$ cat src/rtl/alu_arbiter.sv
// Round-robin arbiter sharing one registered 8-bit ALU between NREQ requesters,
// with illegal-op screening, an issue timeout and a tagged valid/ready response.
module alu_arbiter #(
    parameter int NREQ    = 4,
    parameter int TIMEOUT = 4,
    localparam int IDW    = $clog2(NREQ)
) (
    input  logic                clk,
    input  logic                rst,
    input  logic [NREQ-1:0]     req,
    input  logic [3*NREQ-1:0]   req_fn,
    input  logic [8*NREQ-1:0]   req_op1,
    input  logic [8*NREQ-1:0]   req_op2,
    output logic [NREQ-1:0]     req_ack,
    output logic                alu_enable,
    output logic [2:0]          alu_fn,
    output logic [7:0]          alu_op1,
    output logic [7:0]          alu_op2,
    input  logic [15:0]         alu_result,
    input  logic                alu_valid,
    output logic                rsp_valid,
    input  logic                rsp_ready,
    output logic [IDW-1:0]      rsp_id,
    output logic [15:0]         rsp_data,
    output logic                rsp_err,
    output logic                busy,
    output logic [15:0]         issue_cnt
);

    typedef enum logic [1:0] {IDLE, ISSUE, WAIT, RESP} state_t;

    localparam logic [3:0] TIMER_LAST = 4'(TIMEOUT - 1);

    state_t         state;
    logic [IDW-1:0] rr_ptr;
    logic [3:0]     timer;

    logic           gnt_found;
    logic [IDW-1:0] gnt_id;
    logic [2:0]     sel_fn;
    logic [7:0]     sel_op1;
    logic [7:0]     sel_op2;
    logic           sel_illegal;

    // Scan downward so the requester closest to rr_ptr (lowest offset) is the last, winning assignment.
    always_comb begin
        gnt_found = 1'b0;
        gnt_id    = '0;
        for (int k = NREQ - 1; k >= 0; k--) begin
            if (req[(int'(rr_ptr) + k) % NREQ]) begin
                gnt_found = 1'b1;
                gnt_id    = IDW'((int'(rr_ptr) + k) % NREQ);
            end
        end
    end

    assign sel_fn      = req_fn[3*int'(gnt_id) +: 3];
    assign sel_op1     = req_op1[8*int'(gnt_id) +: 8];
    assign sel_op2     = req_op2[8*int'(gnt_id) +: 8];
    assign sel_illegal = (sel_fn > 3'd5) || ((sel_fn == 3'd3) && (sel_op2 == 8'd0));

    always_ff @(posedge clk or posedge rst) begin
        if (rst) begin
            state      <= IDLE;
            rr_ptr     <= '0;
            timer      <= '0;
            req_ack    <= '0;
            alu_enable <= 1'b0;
            alu_fn     <= '0;
            alu_op1    <= '0;
            alu_op2    <= '0;
            rsp_valid  <= 1'b0;
            rsp_id     <= '0;
            rsp_data   <= '0;
            rsp_err    <= 1'b0;
            busy       <= 1'b0;
            issue_cnt  <= '0;
        end else begin
            req_ack    <= '0;
            alu_enable <= 1'b0;
            case (state)
                IDLE: begin
                    if (gnt_found) begin
                        req_ack <= {{(NREQ-1){1'b0}}, 1'b1} << gnt_id;
                        alu_fn  <= sel_fn;
                        alu_op1 <= sel_op1;
                        alu_op2 <= sel_op2;
                        rsp_id  <= gnt_id;
                        busy    <= 1'b1;
                        // Illegal ops are answered directly without touching the ALU.
                        if (sel_illegal) begin
                            rsp_valid <= 1'b1;
                            rsp_err   <= 1'b1;
                            rsp_data  <= '0;
                            state     <= RESP;
                        end else begin
                            state <= ISSUE;
                        end
                    end
                end
                ISSUE: begin
                    alu_enable <= 1'b1;
                    issue_cnt  <= issue_cnt + 16'd1;
                    timer      <= '0;
                    state      <= WAIT;
                end
                WAIT: begin
                    if (alu_valid) begin
                        rsp_valid <= 1'b1;
                        rsp_err   <= 1'b0;
                        rsp_data  <= alu_result;
                        state     <= RESP;
                    end else if (timer == TIMER_LAST) begin
                        rsp_valid <= 1'b1;
                        rsp_err   <= 1'b1;
                        rsp_data  <= '0;
                        state     <= RESP;
                    end else begin
                        timer <= timer + 4'd1;
                    end
                end
                RESP: begin
                    if (rsp_ready) begin
                        rsp_valid <= 1'b0;
                        busy      <= 1'b0;
                        rr_ptr    <= (rsp_id == IDW'(NREQ - 1)) ? '0 : rsp_id + IDW'(1);
                        state     <= IDLE;
                    end
                end
                default: state <= IDLE;
            endcase
        end
    end

endmodule

$ cat config.mk
export PLATFORM = sky130hd
export DESIGN_NAME = alu_arbiter
export DESIGN_NICKNAME = d
export VERILOG_FILES = /design/src/rtl/alu_arbiter.sv
export SDC_FILE = /design/constraint.sdc
export NUM_CORES = 1
export LEC_CHECK = 0
export CAP_MARGIN = 20
export CORE_MARGIN = 4
export CORE_UTILIZATION = 46
export DETAILED_ROUTE_END_ITERATION = 10
export PLACE_DENSITY = 0.95
export SKIP_LAST_GASP = 1
export SYNTH_ARGS = -nofsm -noshare
export SYNTH_HDL_FRONTEND = slang
export SYNTH_SLANG_ARGS = --single-unit
$ cat constraint.sdc
create_clock -name clk -period 8.3 [get_ports clk]
set_input_delay 1.66 -clock clk [delete_from_list [all_inputs] [get_ports clk]]
set_output_delay 1.66 -clock clk [all_outputs]
set_load 0.02 [all_outputs]
; ---- Yosys cells after proc, flatten, opt, wreduce, memory -nomap -nowiden
; Cells that the tools add are included.
[word_totals]
input_bits = 100
output_inout_bits = 61
word_cells = 110
register_bits = 69
[classes]
n_mul = 1
reduce_logical = 18
muxes = 47
bitwise = 3
addsub = 6
shifts = 4
n_eq_ne = 12
n_lt_le_gt_ge = 5
[op_table]
columns = cell, n
row1 = $mux 16, 4
row2 = $shiftx 32x6->8, 2
row3 = $pmux 16 s2, 1
row4 = $mux 2, 10
row5 = $mux 1, 19
row6 = $add 16x1->16 const B, 1
row7 = $mux 4, 4
row8 = $lt 3x4->1 const B, 3
row9 = $shiftx 12x5->3, 1
row10 = $ne 2x2->1 const B, 5
row11 = $reduce_and 3->1, 3
row12 = $bmux 1 s2, 4
row13 = $logic_not 8->1, 1
row14 = $pmux 2 s4, 1
row15 = $pmux 4 s2, 1
row16 = $eq 2x2->1 const B, 3
row17 = $reduce_bool 2->1, 3
row18 = $reduce_or 2->1, 3
row19 = $reduce_and 5->1, 1
row20 = $add 2x1->2 const B, 2
row21 = $add 2x2->2 const B, 2
row22 = $add 4x1->4 const B, 1
row23 = $eq 4x2->1 const B, 1
row24 = $mul 2x2->4 const A, 1
row25 = other kinds (15), 19

; ---- Logic depth before layout (Yosys ltp)
; Gate-level depths: netlist of run 1.
[depth]
depth_word = 18
ltp_mapped = 11
depth_no_buf = 9

; ---- Least setup slack after synthesis of run 1
; Ideal clock, no wire load.
[synth_path]
kind = input to register
from = input port req[2]
to = register rsp_data[0]
n_path_buf = 2
setup_ps = 125
t_required_ps = 8175
stages = 10
t_arrival_ps = 4077
slack_ps = 4098
cell_sequence = nor2b_1 -> a311oi_2 -> nor2_2 -> buf_2 -> mux2_2 -> or3b_2 -> o31ai_4 -> o21ai_2 -> buf_6 -> mux2_4
[synth_via]
elab_chain_cells = 14
elab_cells_between_ends = 30
cone_classes = mul: 1 / order compare: 1 / eq/ne: 3 / shift: 2 / mux: 19 / reduce/logical: 4
[synth_lines]
columns = element, line_no
row1 = from (decl), 10  ; input logic [NREQ-1:0] req,
row2 = "parallel branches: the longest is 13 deep, another holds $mul 2x2->4", -
row3 = $reduce_and 4->1 (no line) *, -
row4 = to (signal assigned), 111  ; rsp_data <= alu_result;
row5 = to (decl), 24  ; output logic [15:0] rsp_data,
; Mark *: on every way between the ends. The select of a mux whose other input is x is not followed.
; A chain may end at the register's enable or synchronous reset.

; ---- Worst setup path in the final report of run 1
[layout_path]
from = input port req[0]
to = register rsp_data[9]
; Same word-level chain as after synthesis.

==> reports/results.txt, run 1 <==
vias per cell: 5.27
CTS tree: built
Pwr Total: 1.64 mW
routability cong.: 0.788
Syn Area/Cell: 10.3 um^2
Yosys cell types: 39
mean routed wirelength per cell: 16.0 um
Area Overhead vs Synth: 51.0%
Num CTS Buffers: 9
Final TNS setup: 0 ps
worst slew pin tran: 1020 ps
switching share of power: 0.399
worst-path cell chain: clkdlybuf4s50_1 -> nand2_1 -> a21oi_1 -> or3_1 -> mux2i_1 -> mux2i_1 -> or4_4 -> o31ai_4 -> o21ai_2 -> mux2_4
Clock Tree Buf Depth: 2
clock root buffer master: clkbuf_8
vias in the first global route: 3387
clk_lat worst skew: 330 ps
Post-Syn Nets: 463
most common cell in the netlist: nand2_1
Pint: 0.987 mW
crit path launch type: primary input
VDD IR max: 0.162 mV
synth top area cells: dfrtp_1 47%, mux2i_1 7.7%, nand2_1 7.2%
WL final: 9.90 mm
final period utilization: 0.619
Std-Cell Core Area: 7730 um^2
top cell type by total area after synthesis: dfrtp_1
CP peak stage delay: 710 ps
Switch Pwr: 0.655 mW
Pleak: 2.51 nW
Top cell by count, worst path: mux2i_1
CP Data Required Time: 8520 ps
IO Pins: 161
DIE WIDTH: 97.2 um
Synth Cell Area: 3660 um^2
Synth top cells by count: 70 x nand2_1, 69 x dfrtp_1, 28 x mux2i_1, 21 x nand3_1, 20 x mux2_2
flops & latches, synth: 69
die area: 9440 um^2
share of layout cells above drive strength 1: 0.112
async set or reset register ratio after synthesis: 1.00
post-synth top area share: 0.472
Starting Density: 0.473
Via Count: 3267
Slew HR: 0.318
Max Freq: 0.195 GHz
post-layout min period: 5130 ps
final count of pins violating max slew: 0
clock skew: 7.08 ps
CP Class: in2reg
post_cts resized: 0
Total Routing Usage GR: 0.208
DR iter-0 viols: 87
Pwr per Cell Area: 297 nW/um^2
ys flop type: dfrtp_1
H-Tree Level Count: 3
post-DP HPWL: 7.63 mm
endpoints failing hold: 0
CP endpoint kind: flip-flop
clock transition at the registers of the reported paths: 70 ps
drt drc: 0
type of the most critical hold path: reg2reg
first-pass GRT wire length: 16.0 mm
# clock sinks: 69
Logic pwr share: 0.528
max_cap viols: 0
CP max stage cell: or3_1
gr ovfl total: 0
I/O Buffers: 160
initial antenna violation count: 0
largest net degree at the start of global routing: 70
site row count: 32
EDFF count, synth: 0
setup violators final: 0
TritonRoute pass-1 iters: 6
ANT nets after route: 0
post-CTS setup buffer count: 0
worst path arrival time: 5350 ps
Post-CTS Hold Buffers: 0
Worst Path Max Fanout: 19
register area share after synthesis: 0.472
Reg power frac: 0.317
Mapped Cells: 356
post-layout net count: 620
RSZ-0062 raised after global routing: false
status: finished clean
Syn. warnings: 0
Clk pwr share: 0.155
# diodes: 0
die height: 97.2 um
## critical path, delay by kind of cell
| kind | cells | cell delay (ps) |
|---|---|---|
| AOI/OAI and AO/OA | 3 | 900 |
| buffers and inverters | 1 | 550 |
| muxes | 3 | 810 |
| and+or+nand+nor | 3 | 1410 |
## per-stage QoR
stage / setup WS, ps / hold WS [ps] / instance area [um^2] / utilization / instances
floorplan: 4100 / 477 / 3660 / - / 356
global placement: 2990 / 460 / 5330 / 0.690 / 604
detailed placement: 2840 / 468 / 5330 / 0.690 / 604
CTS: 3190 / 482 / 5520 / 0.714 / 620
global route: 2970 / 505 / 5520 / 0.714 / 620
finish: 3170 / 479 / 5520 / 0.714 / 620
## layout by cell type, fill, tap and decap left out, types with 2 or more instances in the layout
| cell | instances |
|---|---|
| clkdlybuf4s50_1 | 160 |
| nand2_1 | 70 |
| dfrtp_1 | 69 |
| mux2i_1 | 28 |
| nand3_1 | 21 |
| mux2_2 | 20 |
| and3_1 | 19 |
| o21ai_0 | 19 |
| xnor2_1 | 13 |
| clkbuf_8 | 12 |
| mux2_4 | 10 |
| a21oi_1 | 7 |
| ha_1 | 7 |
| inv_1 | 6 |
| nor2_1 | 6 |
| nand4_1 | 6 |
| nor3b_1 | 4 |
| xor2_1 | 4 |
| nor3_1 | 4 |
| nor2b_1 | 3 |
| nand2b_1 | 3 |
| buf_4 | 3 |
| or2_2 | 2 |
| a211oi_1 | 2 |
| o21a_1 | 2 |
| clkinv_2 | 2 |
## kinds of logic (layout without fill, tap and decap cells)
group                      after synthesis  count (layout)  synth area share
AOI/OAI and AO/OA                       37              37            0.0643
xor gates and xnor gates                17              17            0.0407
adders and majority gates                7               7            0.0240
buffers and inverters                   24             186            0.0291
DFF                                     69              69             0.472
muxes                                   58              58             0.179
and+or+nand+nor                        144             144             0.190
## metal layers
layer / vias up / routed length (um) / track usage
li1: 1548 / - / -
met1: 1561 / 3770 / 0.224
met2: 142 / 5010 / 0.370
met3: 16 / 942 / 0.0818
met4: 0 / 183 / 0.0734
met5: - / 0 / 0
## flip-flops by register name, summed over array words and instances, names as in the netlist
name        flops
alu_op2         8
timer           4
rsp_id          2
busy            1
rsp_valid       1
req_ack         4
alu_enable      1
alu_fn          3
issue_cnt      16
rsp_err         1
rr_ptr          2
rsp_data       16
alu_op1         8
state           2
## worst paths after layout
check | slack [ps] | startpoint | to | cells past startpoint
worst min-delay path | 480 | issue_cnt[15] | issue_cnt[15] | 1
worst max register to register | 4610 | rr_ptr[1] | rsp_data[9] | 9
worst max-delay path | 3170 | req[0] | rsp_data[9] | 10
min in group asynchronous | 1890 | rst | issue_cnt[13] | 3
worst min register to register | 480 | issue_cnt[15] | issue_cnt[15] | 1
max in group asynchronous | 5850 | rst | alu_op1[6] | 3
## power by group through the flow
stage | Combinational (mW) | Clock, mW | Sequential, mW
final | 0.867 | 0.255 | 0.521
after floorplan | 0.444 | 0 | 0.619
after detailed placement | 0.870 | 0 | 0.527
after CTS | 0.875 | 0.260 | 0.522
after global placement | 0.837 | 0 | 0.519
after global routing | 0.939 | 0.274 | 0.535
## final cells by class
cell class | instances | area [um^2]
tap | 102 | 128
clock buffer | 13 | 169
multi-input combinational | 263 | 1830
clock inverter | 3 | 18.8
sequential | 69 | 1730
timing repair buffer | 163 | 1620
fill | 538 | 2210
inverter | 7 | 26.3
Power figures use the tool's default switching activity.
==> inputs of run 2 (changes only) <==
--- a/config.mk
+++ b/config.mk
@@ -7,9 +7,9 @@
 export LEC_CHECK = 0
 export CAP_MARGIN = 20
 export CORE_MARGIN = 4
-export CORE_UTILIZATION = 46
+export CORE_UTILIZATION = 38
 export DETAILED_ROUTE_END_ITERATION = 10
-export PLACE_DENSITY = 0.95
+export PLACE_DENSITY = 0.87
 export SKIP_LAST_GASP = 1
 export SYNTH_ARGS = -nofsm -noshare
 export SYNTH_HDL_FRONTEND = slang
==> constraint.sdc (replaced) <==
create_clock -name clk -period 4.2 [get_ports clk]
set_input_delay 0.84 -clock clk [delete_from_list [all_inputs] [get_ports clk]]
set_output_delay 0.84 -clock clk [all_outputs]
set_load 0.02 [all_outputs]
==> run 2 against run 1 <==
Clock power increased by 140%. First-iteration DRC count down 9.2%. Non-clock buffer count increased by 8. Register-to-register slack worse by 3800 ps. Global-route usage decreased by 2.7 points. Clock-buffer cell count down 4.
==> reports/results.txt, run 2 (synthesis gave the netlist of run 1 again) <==
status: finished clean
Crit. Startpoint: req[2]
max_cap viols: 0
largest net degree at the start of global routing: 50
Worst Path Max Fanout: 17
gr ovfl total: 0
Std-Cell Core Area: 9280 um^2
crit path launch type: primary input
IO Pins: 161
worst slew pin tran: 1050 ps
drt drc: 0
Clk pwr share: 0.183
endpoints failing hold: 0
RSZ-0062 raised after global routing: false
clk_lat worst skew: 340 ps
critical register-to-register path startpoint: rr_ptr[1]
most common cell after layout, fill and taps aside: clkdlybuf4s50_1
register area: 1730 um^2
dpl cells: 638
post_cts resized: 0
CP endpoint kind: flip-flop
area of the multi-input gates: 1830 um^2
Via Count: 3236
Slew HR: 0.299
non-filler cells in the finished layout: 655
Crit Reg-Reg Endpoint: rsp_data[11]
clock skew: 9.57 ps
Pwr Total: 3.39 mW
Total Routing Usage GR: 0.182
Pwr per Cell Area: 598 nW/um^2
vias per cell: 4.94
R2R cell count: 9
Reg power frac: 0.303
routability cong.: 0.823
Starting Density: 0.394
final count of pins violating max slew: 0
CTS tree: built
Pint: 2.07 mW
CP Class: in2reg
H-Tree Level Count: 3
Max Freq: 0.256 GHz
worst path arrival time: 4140 ps
Area Overhead vs Synth: 55.3%
post-layout min period: 3910 ps
dpl ws: -56.5 ps
initial antenna violation count: 0
die height: 106 um
# diodes: 0
post-DP HPWL: 7.91 mm
site row count: 35
hold depth: 1
Num CTS Buffers: 9
vias in the first global route: 3479
type of the most critical hold path: reg2reg
CP Data Required Time: 4420 ps
mean routed wirelength per cell: 15.2 um
ANT nets after route: 0
switching share of power: 0.391
Largest regs: issue_cnt: 16 flops, rsp_data: 16 flops
I/O Buffers: 160
Logic pwr share: 0.514
VDD IR max: 0.247 mV
post-layout net count: 628
DIE WIDTH: 106 um
post-CTS setup buffer count: 0
TritonRoute pass-1 iters: 5
final period utilization: 0.932
share of layout cells above drive strength 1: 0.127
Pleak: 2.58 nW
Final TNS setup: 0 ps
clock transition at the registers of the reported paths: 80 ps
# clock sinks: 69
DR iter-0 viols: 79
worst hold start: issue_cnt[15]
WL final: 9.94 mm
first-pass GRT wire length: 16.7 mm
most frequent cells in the layout: 160 x clkdlybuf4s50_1, 70 x nand2_1, 69 x dfrtp_1
setup violators final: 0
fillcell total: 790
final setup margin: 286 ps
clock root buffer master: clkbuf_8
Post-CTS Hold Buffers: 0
die area: 11300 um^2
r2r setup slk: 820 ps
WHS Endpoint: issue_cnt[15]
Clock Tree Buf Depth: 2
Switch Pwr: 1.33 mW
run 2: changes by cell type in the layout (fill, tap and decap cells not counted), sizes merged:
| cell | delta |
|---|---|
| buf | +8 |
| bufinv | +2 |
| clkbuf | -4 |
| clkinv | -2 |
| inv | +4 |
run 2: per-stage QoR:
step                      hold WS [ps]  instance area, um^2  utilization
after detailed placement           467                 5430        0.585
after floorplan                    477                 3660            -
after global placement             463                 5430        0.585
after CTS                          482                 5660        0.610
after global routing               522                 5680        0.612
final                              477                 5680        0.612
run 2: power groups by stage:
stage	clock [mW]	combinational, mW	sequential, mW
global placement	0	1.70	1.03
CTS	0.638	1.77	1.03
floorplan	0	0.877	1.22
global route	0.669	1.91	1.06
detailed placement	0	1.75	1.04
finish	0.621	1.74	1.03
run 2: worst max-delay path by stage:
stage | slack, ps | end | depth (start not counted)
2_1_floorplan | 820 | rsp_data[0] | 10
3_3_place_gp | 130 | rsp_data[13] | 11
3_5_place_dp | -60 | rsp_err | 9
4_1_cts | 300 | rsp_data[11] | 9
5_1_grt | 110 | rsp_data[0] | 9
6_report | 290 | rsp_data[11] | 9
run 2: layout make-up:
cell class,instances,area share
tap,129,0.0284
sequential,69,0.304
clock inverter,7,0.0183
clock buffer,9,0.0218
multi-input combinational,263,0.322
inverter,7,0.00463
timing repair buffer,171,0.301
run 2: worst max-delay path, cell delays in order:
cell	delay, ps
clkdlybuf4s50_1	550
nor3b_1	330
or3_1	460
mux2i_1	250
mux2i_1	120
or4_4	540
o31ai_4	290
o21ai_2	340
mux2_4	400
run 2: routing by layer:
metal	track usage	part of all wire	wire, um
met1	0.204	0.39	3920
met2	0.329	0.51	5070
met3	0.0595	0.083	821
met4	0.0509	0.013	131
met5	0	0	0
